<file path="src/rtl/serial_frame_rx_if.sv">
// Handshake bundle for serial_frame_rx: bit-serial input side and parallel byte output side.
interface serial_frame_rx_if #(
    parameter int unsigned DATA_W = 8
) ();

    logic              s_data_i;
    logic              s_valid_i;
    logic              s_ready_o;
    logic [DATA_W-1:0] m_data_o;
    logic              m_valid_o;
    logic              m_ready_i;
    logic              parity_err_o;
    logic              frame_err_o;

    // Receiver side
    modport slave (
        input  s_data_i,
        input  s_valid_i,
        input  m_ready_i,
        output s_ready_o,
        output m_data_o,
        output m_valid_o,
        output parity_err_o,
        output frame_err_o
    );

    // Bit source / byte sink side
    modport master (
        output s_data_i,
        output s_valid_i,
        output m_ready_i,
        input  s_ready_o,
        input  m_data_o,
        input  m_valid_o,
        input  parity_err_o,
        input  frame_err_o
    );

endinterface

</file>
<file path="src/rtl/serial_frame_rx.sv">
// Framed serial bit receiver: start/data/parity/stop recovery, error flags,
// and a small byte FIFO in front of a parallel valid/ready port.
module serial_frame_rx #(
    parameter int unsigned DATA_W     = 8,
    parameter int unsigned FIFO_DEPTH = 4
) (
    input  logic             clk_i,
    input  logic             rst_n_i,
    serial_frame_rx_if.slave bus
);

    localparam int unsigned PTR_W = (FIFO_DEPTH > 1) ? $clog2(FIFO_DEPTH) : 1;
    localparam int unsigned CNT_W = PTR_W + 1;
    localparam int unsigned BIT_W = (DATA_W > 1) ? $clog2(DATA_W) : 1;

    typedef enum logic [1:0] {
        IDLE,
        DATA,
        PARITY,
        STOP
    } state_e;

    state_e            state_q, state_d;
    logic [BIT_W-1:0]  bit_cnt_q, bit_cnt_d;
    logic [DATA_W-1:0] shift_q, shift_d;
    logic              par_ok_q, par_ok_d;
    logic              parity_err_q, parity_err_d;
    logic              frame_err_q, frame_err_d;

    logic [DATA_W-1:0] mem_q [FIFO_DEPTH];
    logic [DATA_W-1:0] mem_d [FIFO_DEPTH];
    logic [PTR_W-1:0]  wr_ptr_q, wr_ptr_d;
    logic [PTR_W-1:0]  rd_ptr_q, rd_ptr_d;
    logic [CNT_W-1:0]  count_q, count_d;

    logic s_ready_c;
    logic m_valid_c;
    logic accept_c;
    logic push_c;
    logic pop_c;

    // Handshake qualifiers derived from the registered FIFO count
    always_comb begin
        s_ready_c = (count_q != CNT_W'(FIFO_DEPTH));
        m_valid_c = (count_q != '0);
        accept_c  = bus.s_valid_i && s_ready_c;
        pop_c     = m_valid_c && bus.m_ready_i;
    end

    // Frame FSM next-state: only accepted bits advance; stop bit decides push or error
    always_comb begin
        state_d      = state_q;
        bit_cnt_d    = bit_cnt_q;
        shift_d      = shift_q;
        par_ok_d     = par_ok_q;
        parity_err_d = 1'b0;
        frame_err_d  = 1'b0;
        push_c       = 1'b0;

        if (accept_c) begin
            unique case (state_q)
                IDLE: begin
                    if (!bus.s_data_i) begin
                        state_d   = DATA;
                        bit_cnt_d = '0;
                    end
                end
                DATA: begin
                    for (int unsigned i = 0; i < DATA_W; i++) begin
                        if (bit_cnt_q == BIT_W'(i)) begin
                            shift_d[i] = bus.s_data_i;
                        end
                    end
                    if (bit_cnt_q == BIT_W'(DATA_W - 1)) begin
                        state_d   = PARITY;
                        bit_cnt_d = '0;
                    end else begin
                        bit_cnt_d = bit_cnt_q + BIT_W'(1);
                    end
                end
                PARITY: begin
                    par_ok_d = (bus.s_data_i == (^shift_q));
                    state_d  = STOP;
                end
                STOP: begin
                    // A low stop bit is an error, never a fresh start bit
                    push_c       = bus.s_data_i && par_ok_q;
                    frame_err_d  = !bus.s_data_i;
                    parity_err_d = !par_ok_q;
                    state_d      = IDLE;
                end
                default: state_d = IDLE;
            endcase
        end
    end

    // FIFO next-state: circular buffer, simultaneous push/pop leaves count unchanged
    always_comb begin
        mem_d    = mem_q;
        wr_ptr_d = wr_ptr_q;
        rd_ptr_d = rd_ptr_q;
        count_d  = count_q;

        if (push_c) begin
            mem_d[wr_ptr_q] = shift_q;
            wr_ptr_d        = wr_ptr_q + PTR_W'(1);
        end
        if (pop_c) begin
            rd_ptr_d = rd_ptr_q + PTR_W'(1);
        end
        if (push_c && !pop_c) begin
            count_d = count_q + CNT_W'(1);
        end else if (pop_c && !push_c) begin
            count_d = count_q - CNT_W'(1);
        end
    end

    // Frame FSM and error flag registers
    always_ff @(posedge clk_i or negedge rst_n_i) begin
        if (!rst_n_i) begin
            state_q      <= IDLE;
            bit_cnt_q    <= '0;
            shift_q      <= '0;
            par_ok_q     <= 1'b0;
            parity_err_q <= 1'b0;
            frame_err_q  <= 1'b0;
        end else begin
            state_q      <= state_d;
            bit_cnt_q    <= bit_cnt_d;
            shift_q      <= shift_d;
            par_ok_q     <= par_ok_d;
            parity_err_q <= parity_err_d;
            frame_err_q  <= frame_err_d;
        end
    end

    // FIFO storage, pointers and occupancy registers
    always_ff @(posedge clk_i or negedge rst_n_i) begin
        if (!rst_n_i) begin
            for (int unsigned i = 0; i < FIFO_DEPTH; i++) begin
                mem_q[i] <= '0;
            end
            wr_ptr_q <= '0;
            rd_ptr_q <= '0;
            count_q  <= '0;
        end else begin
            mem_q    <= mem_d;
            wr_ptr_q <= wr_ptr_d;
            rd_ptr_q <= rd_ptr_d;
            count_q  <= count_d;
        end
    end

    assign bus.s_ready_o    = s_ready_c;
    assign bus.m_valid_o    = m_valid_c;
    assign bus.m_data_o     = mem_q[rd_ptr_q];
    assign bus.parity_err_o = parity_err_q;
    assign bus.frame_err_o  = frame_err_q;

endmodule

</file>
<file path="src/flat_wrapper.sv">
// flat-port wrapper written by rule: the top's interface ports become plain ports
module serial_frame_rx_flat 
#(
    parameter int unsigned DATA_W     = 8,
    parameter int unsigned FIFO_DEPTH = 4
)
  (clk_i, rst_n_i, bus_s_data_i, bus_s_valid_i, bus_m_ready_i, bus_s_ready_o, bus_m_data_o, bus_m_valid_o, bus_parity_err_o, bus_frame_err_o);
  serial_frame_rx_if #(.DATA_W(DATA_W)) bus_i ();
  input  logic clk_i;
  input  logic rst_n_i;
  input wire logic [$bits(bus_i.s_data_i)-1:0] bus_s_data_i;
  input wire logic [$bits(bus_i.s_valid_i)-1:0] bus_s_valid_i;
  input wire logic [$bits(bus_i.m_ready_i)-1:0] bus_m_ready_i;
  output wire logic [$bits(bus_i.s_ready_o)-1:0] bus_s_ready_o;
  output wire logic [$bits(bus_i.m_data_o)-1:0] bus_m_data_o;
  output wire logic [$bits(bus_i.m_valid_o)-1:0] bus_m_valid_o;
  output wire logic [$bits(bus_i.parity_err_o)-1:0] bus_parity_err_o;
  output wire logic [$bits(bus_i.frame_err_o)-1:0] bus_frame_err_o;
  assign bus_i.s_data_i = bus_s_data_i;
  assign bus_i.s_valid_i = bus_s_valid_i;
  assign bus_i.m_ready_i = bus_m_ready_i;
  assign bus_s_ready_o = bus_i.s_ready_o;
  assign bus_m_data_o = bus_i.m_data_o;
  assign bus_m_valid_o = bus_i.m_valid_o;
  assign bus_parity_err_o = bus_i.parity_err_o;
  assign bus_frame_err_o = bus_i.frame_err_o;
  serial_frame_rx #(.DATA_W(DATA_W), .FIFO_DEPTH(FIFO_DEPTH)) u_core (.clk_i(clk_i), .rst_n_i(rst_n_i), .bus(bus_i));
endmodule
</file>
<file path="config.mk">
export PLATFORM = sky130hd
export DESIGN_NAME = serial_frame_rx_flat
export DESIGN_NICKNAME = d
export VERILOG_FILES = /design/src/rtl/serial_frame_rx_if.sv /design/src/rtl/serial_frame_rx.sv /design/src/flat_wrapper.sv
export SDC_FILE = /design/constraint.sdc
export NUM_CORES = 1
export LEC_CHECK = 0
export CAP_MARGIN = 15
export CORE_MARGIN = 5
export CORE_UTILIZATION = 59
export CTS_CLUSTER_SIZE = 8
export DETAILED_ROUTE_END_ITERATION = 10
export GPL_ROUTABILITY_DRIVEN = 0
export PLACE_DENSITY = 0.77
export SYNTH_ARGS = -nofsm -noshare
export SYNTH_HDL_FRONTEND = slang
export SYNTH_SLANG_ARGS = --single-unit
</file>
<file path="constraint.sdc">
create_clock -name clk_i -period 2.5 [get_ports clk_i]
set_input_delay 0.5 -clock clk_i [delete_from_list [all_inputs] [get_ports clk_i]]
set_output_delay 0.5 -clock clk_i [all_outputs]
set_load 0.1 [all_outputs]
</file>
==> results of run 1 <==
==> cells by family after synthesis <==
| family | after synthesis |
|---|---|
| buf+inv | 15 |
| fa+ha+maj | 16 |
| xor+xnor | 13 |
| mux | 51 |
| compound gates | 7 |
| simple gates | 31 |
| flops | 55 |
==> per-stage QoR <==
stage	total power, W	cells
2_1_floorplan	0.00304	188
3_3_place_gp	0.00347	270
3_5_place_dp	0.00356	270
4_1_cts	0.00417	278
5_1_grt	0.00438	278
6_report	0.00414	278
==> how the worst max path moves through the flow <==
stage	startpoint	to	slack [ns]	cells after the start
after floorplan	u_core.count_q[1]	u_core.count_q[2]	0.10	8
after global placement	bus_s_valid_i	u_core.count_q[2]	0.16	9
after detailed placement	bus_s_valid_i	u_core.count_q[2]	0.03	9
after CTS	u_core.rd_ptr_q[0]	bus_m_data_o[6]	0.27	3
after global routing	u_core.count_q[1]	u_core.count_q[2]	0.15	8
final	u_core.rd_ptr_q[0]	bus_m_data_o[6]	0.29	3
==> worst max-delay path, stage by stage (launching register included) <==
cell     delay, ns
dfrtp_1       0.39
buf_4         0.24
mux4_2        0.57
buf_12        0.19
==> placed cells by master, fill, tap and decap left out, drive strengths merged <==
cell type	Yosys	layout
mux4	8	8
nand4	4	4
buf	5	18
inv	9	10
a32o	2	2
xor2	3	3
bufinv	0	1
clkdlybuf4s50	0	3
ha	15	15
a31oi	1	1
fa	1	1
a21o	1	1
o21ai	2	2
mux2i	1	1
or3	1	1
or3b	1	1
clkbuf	1	5
clkinv	0	1
nor2	4	4
nand2	8	8
nor2b	3	3
dfrtp	55	55
xnor3	1	1
nand3	6	6
nand2b	1	1
xnor2	9	9
and3	2	2
and2	1	1
mux2	42	42
a21oi	1	1
==> synthesized netlist by cell type (all sizes together) <==
cell type   n
fa          1
xor2        3
mux2i       1
o21ai       2
a21oi       1
and2        1
mux4        8
ha         15
a32o        2
xnor2       9
mux2       42
inv         9
nand4       4
or3         1
nand2       8
nand3       6
xnor3       1
clkbuf      1
nor2b       3
dfrtp      55
nor2        4
buf         5
or3b        1
and3        2
a21o        1
a31oi       1
nand2b      1
==> area by class of cell <==
class / count / area (sq um) / share of cell area, %
tap: 67 / 83.8 / 2.55
sequential: 55 / 1380 / 41.9
clock buffer: 5 / 68.8 / 2.10
clock inverter: 3 / 47.5 / 1.45
timing repair buffer: 21 / 263 / 8.01
inverter: 9 / 33.8 / 1.03
multi-input combinational: 118 / 1410 / 42.9
==> where the power goes <==
| part | total, W | internal [W] | switching (W) | leakage, nW |
|---|---|---|---|---|
| Combinational | 0.00201 | 0.000964 | 0.00105 | 0.835 |
| Clock | 0.000606 | 0.000304 | 0.000302 | 0.0587 |
| Sequential | 0.00152 | 0.00120 | 0.000322 | 0.728 |
| Total | 0.00414 | 0.00247 | 0.00167 | 1.62 |
==> routing by layer <==
layer | up-vias | global-route usage (%) | share of wire [%]
met2 | 24 | 30.2 | 50
met3 | 8 | 4.40 | 3.5
met5 | - | 0 | 0
li1 | 705 | - | -
met1 | 773 | 21.6 | 45
met4 | 0 | 6.01 | 1.6
==> state kept, by name, summed over array words and instances (netlist names) <==
| name | count |
|---|---|
| u_core.shift_q | 8 |
| u_core.par_ok_q | 1 |
| u_core.bus.parity_err_o | 1 |
| u_core.bit_cnt_q | 3 |
| u_core.bus.frame_err_o | 1 |
| u_core.mem_q | 32 |
| u_core.rd_ptr_q | 2 |
| u_core.state_q | 2 |
| u_core.wr_ptr_q | 2 |
| u_core.count_q | 3 |
==> results.sh, run 1 <==
export IMPL_cts_root_buffer="clkbuf_8"
export IMPL_routed_via_density=5.43
export IMPL_setup_tns_ns=0
export IMPL_status="completed"
export IMPL_die_h_um=79.7
export IMPL_cts_setup_buffers=0
export IMPL_synth_seq_cells=55
export IMPL_diodes=0
export IMPL_r2r_slack_ns=0.30
export IMPL_max_freq_mhz=452
export IMPL_synth_simple_area_share_pct=8.42
export IMPL_drtIter0Drc=51
export IMPL_routedWlPerCell_um=17.2
export IMPL_utilization_pct=69.5
export IMPL_synth_top_family_by_area="multiplexers"
export IMPL_synth_nets=209
export IMPL_final_min_clock_period_ns=2.21
export IMPL_rows=25
export IMPL_finalWirelength_um=4770
export IMPL_drt_pass1_iterations=4
export IMPL_power_density_nw_per_um2=1260
export IMPL_antenna_found_initial=0
export IMPL_start_util_pct=60.7
export IMPL_htree_levels=2
export IMPL_io_pins=17
export IMPL_worstSetupPathType="register to output pin"
export IMPL_cts_resized=0
export IMPL_clock_latency_ns=0.31
export IMPL_synth_compound_area_share_pct=1.70
export IMPL_synthXorXnorAreaFrac_pct=4.45
export IMPL_io_buffers=16
export IMPL_worstMarginPinSlew_ns=0.846
export IMPL_yosysSeqAreaShare_pct=48.0
export IMPL_synth_avg_cell_area_sq_um=15.3
export IMPL_syn2layout_area_growth_pct=14.4
export IMPL_p_leak_nw=1.62
export IMPL_yosysTopAreaCell="dfrtp_1"
export IMPL_ys_warn_count=0
export IMPL_setup_slack_ns=0.290
export IMPL_ys_top_cells_by_area="dfrtp_1 (48%), mux2_4 (17%), ha_1 (6.5%), mux4_2 (6.3%), mux2_2 (3.9%)"
export IMPL_drive_gt1_share_pct=40.8
export IMPL_timing_final_crit_share_pct=88.4
export IMPL_crit_required_ns=2.00
export IMPL_clock_skew_ns=0.00681
export IMPL_num_vias=1510
export IMPL_placed_area_sq_um=3170
export IMPL_synth_cell_types=34
export IMPL_hold_buffers=0
export IMPL_dpl_hpwl_um=3490
export IMPL_ff2ff_path_depth=8
export IMPL_clock_path_buffers=2
export IMPL_final_antenna_net_count=0
export IMPL_cts_clk_slew_worst_paths_ns=0.10
export IMPL_n_fill_cell=295
export IMPL_grt_start_max_net_pins=39
export IMPL_die_w_um=79.7
export IMPL_start_kind="register"
export IMPL_synthDominantCellAreaShare_pct=48.0
export IMPL_grt_pass1_vias=1680
export IMPL_slew_headroom_pct=43.6
export IMPL_pre_cts_ws_ns=0.0279
export IMPL_cp_arrival_ns=1.71
export IMPL_syn_area_sq_um=2870
export IMPL_synthAdderAreaFrac_pct=7.24
export IMPL_grt_pass1_wl_um=8430
export IMPL_grt_ovfl_total=0
export IMPL_cts_sinks=55
export IMPL_hold_violations=0
export IMPL_fin_hold_ws_ns=0.283
export IMPL_cts_tree="yes"
export IMPL_core_area_sq_um=4720
export IMPL_rsz0062_at_grt="no"
export IMPL_die_area_sq_um=6350
export IMPL_ir_drop_mv=0.578
export IMPL_cap_violations=0
export IMPL_setup_viol=0
export IMPL_fin_area_sq_um=3280
export IMPL_slew_violations=0
export IMPL_critical_path_max_fanout=8
export IMPL_r2r_start="u_core.count_q[1]"
export IMPL_endpoint_kind="output pin"
export IMPL_synthMuxAreaShare_pct=27.3
export IMPL_r2r_end="u_core.count_q[2]"
export IMPL_drc=0
export IMPL_syn_inst=188
export IMPL_cts_buffers=5
export IMPL_track_usage_pct=17.6
export IMPL_final_nets=231
export IMPL_hp_class="input port to asynchronous set/reset pin"
Note: power is estimated with default switching activity, not from simulation.
==> run 2: changes to the inputs <==
Settings changed: CORE_ASPECT_RATIO set to 2.
==> run 2 against run 1 <==
Effect of this change:
- sequential share of layout area rose by 0.21 points
- clock skew rose by 0.011 ns
- cell count fell by 3.6%
- utilization fell by 1.7 points
- non-clock buffer count did not move
- die area rose by 1.3%
- combinational power barely moved
- hold slack got worse by 0.057 ns
- cell area fell by 0.50%
- power rose by 0.28%
- critical path type unchanged
- critical endpoint is now bus_m_data_o[4]
- largest power group unchanged
==> results.sh, run 2 (synthesized netlist as in run 1, its figures left out) <==
export IMPL_cap_violations=0
export IMPL_syn2layout_area_growth_pct=13.9
export IMPL_diodes=0
export IMPL_cts_setup_buffers=0
export IMPL_ir_drop_mv=0.915
export IMPL_cts_resized=0
export IMPL_slew_violations=0
export IMPL_pre_cts_ws_ns=0.0789
export IMPL_final_common_cell="dfrtp_1"
export IMPL_final_antenna_net_count=0
export IMPL_power_density_nw_per_um2=1270
export IMPL_cp_arrival_ns=1.83
export IMPL_start_kind="register"
export IMPL_antenna_found_initial=0
export IMPL_grt_pass1_wl_um=8890
export IMPL_routedWlPerCell_um=19.2
export IMPL_routed_via_density=5.63
export IMPL_clock_path_buffers=2
export IMPL_die_area_sq_um=6440
export IMPL_worstSetupPathType="register to output pin"
export IMPL_slew_headroom_pct=53.0
export IMPL_rows=36
export IMPL_final_nets=231
export IMPL_top_regs="u_core.mem_q: 32 flops, u_core.shift_q: 8 flops"
export IMPL_die_h_um=109
export IMPL_setup_slack_ns=0.173
export IMPL_final_cell_mix="dfrtp_1 (55), mux2_4 (32), ha_1 (15)"
export IMPL_finalWirelength_um=5150
export IMPL_htree_levels=2
export IMPL_cts_sinks=55
export IMPL_instances_no_fill=268
export IMPL_grt_start_max_net_pins=33
export IMPL_die_w_um=59.3
export IMPL_top_register="u_core.mem_q"
export IMPL_drive_gt1_share_pct=40.8
export IMPL_io_buffers=16
export IMPL_io_pins=17
export IMPL_p_leak_nw=1.62
export IMPL_hold_buffers=0
export IMPL_hp_class="input port to asynchronous set/reset pin"
export IMPL_cts_buffers=5
export IMPL_grt_ovfl_total=0
export IMPL_cp_slowest_stage_delay_ns=0.71
export IMPL_placed_area_sq_um=3150
export IMPL_crit_chain="mux4_2 -> buf_12"
export IMPL_hold_violations=0
export IMPL_placedCellCount=260
export IMPL_clock_skew_ns=0.0175
export IMPL_drc=0
export IMPL_num_vias=1510
export IMPL_status="completed"
export IMPL_cp_slowest_cell="dfrtp_1"
export IMPL_rsz0062_at_grt="no"
export IMPL_ff2ff_path_depth=8
export IMPL_cts_root_buffer="clkbuf_8"
export IMPL_fin_area_sq_um=3270
export IMPL_clock_latency_ns=0.31
export IMPL_drtIter0Drc=35
export IMPL_largest_register_ffs=32
export IMPL_grt_pass1_vias=1793
export IMPL_p_total_w=0.00415
export IMPL_cts_tree="yes"
export IMPL_setup_viol=0
export IMPL_core_area_sq_um=4820
export IMPL_crit_required_ns=2.00
export IMPL_start_util_pct=59.5
export IMPL_dpl_hpwl_um=4000
export IMPL_final_min_clock_period_ns=2.33
export IMPL_cts_clk_slew_worst_paths_ns=0.11
export IMPL_endpoint_kind="output pin"
export IMPL_drt_pass1_iterations=6
export IMPL_timing_final_crit_share_pct=93.1
export IMPL_max_freq_mhz=430
export IMPL_worstMarginPinSlew_ns=0.705
export IMPL_track_usage_pct=18.6
export IMPL_critical_path_max_fanout=9
export IMPL_setup_tns_ns=0
run 2: final timing paths:
path	from	to	slack, ns
worst max-delay path	u_core.rd_ptr_q[0]	bus_m_data_o[4]	0.17
worst max register to register	u_core.count_q[1]	u_core.count_q[2]	0.34
min in group clk_i	u_core.par_ok_q	u_core.bus.parity_err_o	0.49
worst min register to register	u_core.par_ok_q	u_core.bus.parity_err_o	0.49
max in group asynchronous	rst_n_i	u_core.mem_q[1]	1.62
worst min-delay path	rst_n_i	u_core.mem_q[29]	0.23
run 2: through the flow:
stage | util, % | hold WS (ns)
after global routing | 67.8 | 0.277
after CTS | 67.8 | 0.234
after detailed placement | 65.4 | 0.489
after global placement | 65.4 | 0.454
after floorplan | - | 0.204
final | 67.8 | 0.226
run 2: critical path: cells and delay by family (launching register included):
kind     cells  cell delay [ns]
buf+inv      1             0.19
flops        1             0.71
mux          1             0.62
run 2: area by class of cell:
type / count / area (sq um)
repair buffers: 21 / 263
flip-flops and latches: 55 / 1380
multi-input cells: 118 / 1410
inverters: 9 / 33.8
clock inverters: 3 / 43.8
clock buffers: 5 / 68.8
fillers: 326 / 1550
well taps: 57 / 71.3
run 2: report_power, final:
group	switching, W	total, W	internal [W]
clock network	0.000290	0.000589	0.000299
logic	0.00103	0.00200	0.000967
registers	0.000365	0.00156	0.00120
run 2: per-layer routing:
layer / share of wire, % / up-vias / wire length [um] / GRT usage (%)
met5: 0 / - / 0 / 0
met4: 1.4 / 0 / 74 / 6.65
li1: - / 704 / - / -
met1: 37 / 781 / 1900 / 20.9
met3: 2.2 / 6 / 114 / 2.39
met2: 59 / 19 / 3060 / 34.4
==> run 3: changes to the inputs <==
Settings changed: CORE_UTILIZATION 59 to 61, CTS_BUF_LIST set to sky130_fd_sc_hd__clkbuf_2 sky130_fd_sc_hd__clkbuf_4 sky130_fd_sc_hd__clkbuf_8, HOLD_SLACK_MARGIN set to 0.1, PLACE_DENSITY 0.77 to 0.79.
==> run 3 against run 2 <==
Effect of this change:
- utilization increased by 2.5 points
- routed wire length decreased by 4.0%
- critical path type unchanged
- critical endpoint is now bus_m_data_o[1]
- register-to-register slack barely moved
- setup slack better by 0.0019 ns
- largest power group unchanged
- die area down 2.9%
==> results.sh, run 3 (synthesized netlist as in run 1, its figures left out) <==
export IMPL_dpl_hpwl_um=3760
export IMPL_cts_root_buffer="clkbuf_8"
export IMPL_power_density_nw_per_um2=1250
export IMPL_cp_arrival_ns=1.82
export IMPL_utilization_pct=70.3
export IMPL_r2r_start="u_core.count_q[1]"
export IMPL_grt_pass1_vias=1767
export IMPL_hold_buffers=0
export IMPL_hp_class="input port to asynchronous set/reset pin"
export IMPL_grt_ovfl_total=0
export IMPL_regArea_sq_um=1380
export IMPL_crit_start="u_core.rd_ptr_q[0]"
export IMPL_top_regs="u_core.mem_q: 32 flops, u_core.shift_q: 8 flops"
export IMPL_r2r_end="u_core.count_q[2]"
export IMPL_final_nets=230
export IMPL_finalWirelength_um=4940
export IMPL_routedWlPerCell_um=18.7
export IMPL_ir_drop_mv=0.855
export IMPL_cts_tree="yes"
export IMPL_setup_tns_ns=0
export IMPL_grt_pass1_wl_um=8650
export IMPL_clock_skew_ns=0.00536
export IMPL_antenna_found_initial=0
export IMPL_cap_violations=0
export IMPL_largest_register_ffs=32
export IMPL_cp_num_cells=2
export IMPL_placedCellCount=257
export IMPL_cp_buffers_inverters=1
export IMPL_fin_hold_ws_ns=0.316
export IMPL_drc=0
export IMPL_core_area_sq_um=4600
export IMPL_cts_clk_slew_worst_paths_ns=0.09
export IMPL_die_h_um=107
export IMPL_clock_path_buffers=2
export IMPL_io_pins=17
export IMPL_crit_family="flip-flops"
export IMPL_num_vias=1514
export IMPL_setup_worst_path_end="bus_m_data_o[1]"
export IMPL_drtIter0Drc=16
export IMPL_start_kind="register"
export IMPL_start_util_pct=62.4
export IMPL_clock_latency_ns=0.30
export IMPL_routed_via_density=5.73
export IMPL_crit_required_ns=2.00
export IMPL_cp_slowest_stage_delay_ns=0.71
export IMPL_pre_cts_ws_ns=0.0298
export IMPL_status="completed"
export IMPL_n_fill_cell=319
export IMPL_setup_slack_ns=0.175
export IMPL_die_area_sq_um=6260
export IMPL_top_register="u_core.mem_q"
export IMPL_worstMarginPinSlew_ns=0.676
export IMPL_timing_final_crit_share_pct=93.0
export IMPL_final_common_cell="dfrtp_1"
export IMPL_cts_setup_buffers=0
export IMPL_instances_no_fill=264
export IMPL_hold_violations=0
export IMPL_worstSetupPathType="register to output pin"
export IMPL_track_usage_pct=18.1
export IMPL_cp_slowest_cell="dfrtp_1"
export IMPL_htree_levels=2
export IMPL_p_leak_nw=1.61
export IMPL_endpoint_kind="output pin"
export IMPL_diodes=0
export IMPL_slew_violations=0
export IMPL_cts_sinks=55
export IMPL_ff2ff_path_depth=8
export IMPL_grt_start_max_net_pins=56
export IMPL_cts_resized=0
export IMPL_final_antenna_net_count=0
export IMPL_setup_viol=0
export IMPL_multiInputGateArea_sq_um=1410
export IMPL_die_w_um=58.5
export IMPL_final_min_clock_period_ns=2.32
export IMPL_r2r_slack_ns=0.35
export IMPL_slew_headroom_pct=54.9
export IMPL_io_buffers=16
export IMPL_max_freq_mhz=430
export IMPL_drt_pass1_iterations=4
export IMPL_crit_chain="mux4_2 -> buf_12"
export IMPL_syn2layout_area_growth_pct=12.7
export IMPL_rows=35
export IMPL_rsz0062_at_grt="no"
export IMPL_critical_path_max_fanout=9
export IMPL_cts_buffers=5
export IMPL_drive_gt1_share_pct=40.2
export IMPL_final_cell_mix="dfrtp_1 (55), mux2_4 (32), ha_1 (15)"
run 3: cell types whose count changed in the layout (fill, tap and decap cells not counted), sizes merged:
cell / before / now
clkbuf: 5 / 6
bufinv: 1 / 0
clkinv: 2 / 1
buf: 18 / 17
run 3: through the flow:
step | cell area, sq um | power, W
6_report | 3230 | 0.00403
5_1_grt | 3230 | 0.00427
4_1_cts | 3230 | 0.00406
3_5_place_dp | 3140 | 0.00358
3_3_place_gp | 3140 | 0.00347
2_1_floorplan | 2870 | 0.00304
run 3: worst min-delay path by stage:
| stage | to | slack [ns] | cells past startpoint |
|---|---|---|---|
| floorplan | u_core.bit_cnt_q[0] | 0.20 | 0 |
| global placement | u_core.bus.parity_err_o | 0.45 | 1 |
| detailed placement | u_core.count_q[2] | 0.47 | 1 |
| CTS | u_core.rd_ptr_q[1] | 0.34 | 2 |
| global route | u_core.mem_q[15] | 0.38 | 2 |
| finish | u_core.rd_ptr_q[1] | 0.32 | 2 |
run 3: power by group:
part           leakage (nW)  switching [W]  internal (W)
clock                0.0470       0.000269      0.000218
sequential            0.728       0.000361       0.00120
combinational         0.830        0.00102      0.000963
run 3: final cells by class:
type	instances	share of cell area, %
multi-input combinational	118	43.6
sequential	55	42.6
timing repair buffer	20	7.90
clock buffer	6	2.56
tap	55	2.13
inverter	9	1.05
clock inverter	1	0.155
run 3: routing by layer:
| layer | routed length [um] | GRT usage, % | up-vias |
|---|---|---|---|
| met5 | 0 | 0 | - |
| met4 | 50 | 4.81 | 0 |
| met3 | 126 | 3.86 | 4 |
| met2 | 2860 | 33.0 | 19 |
| met1 | 1900 | 20.6 | 795 |
| li1 | - | - | 696 |
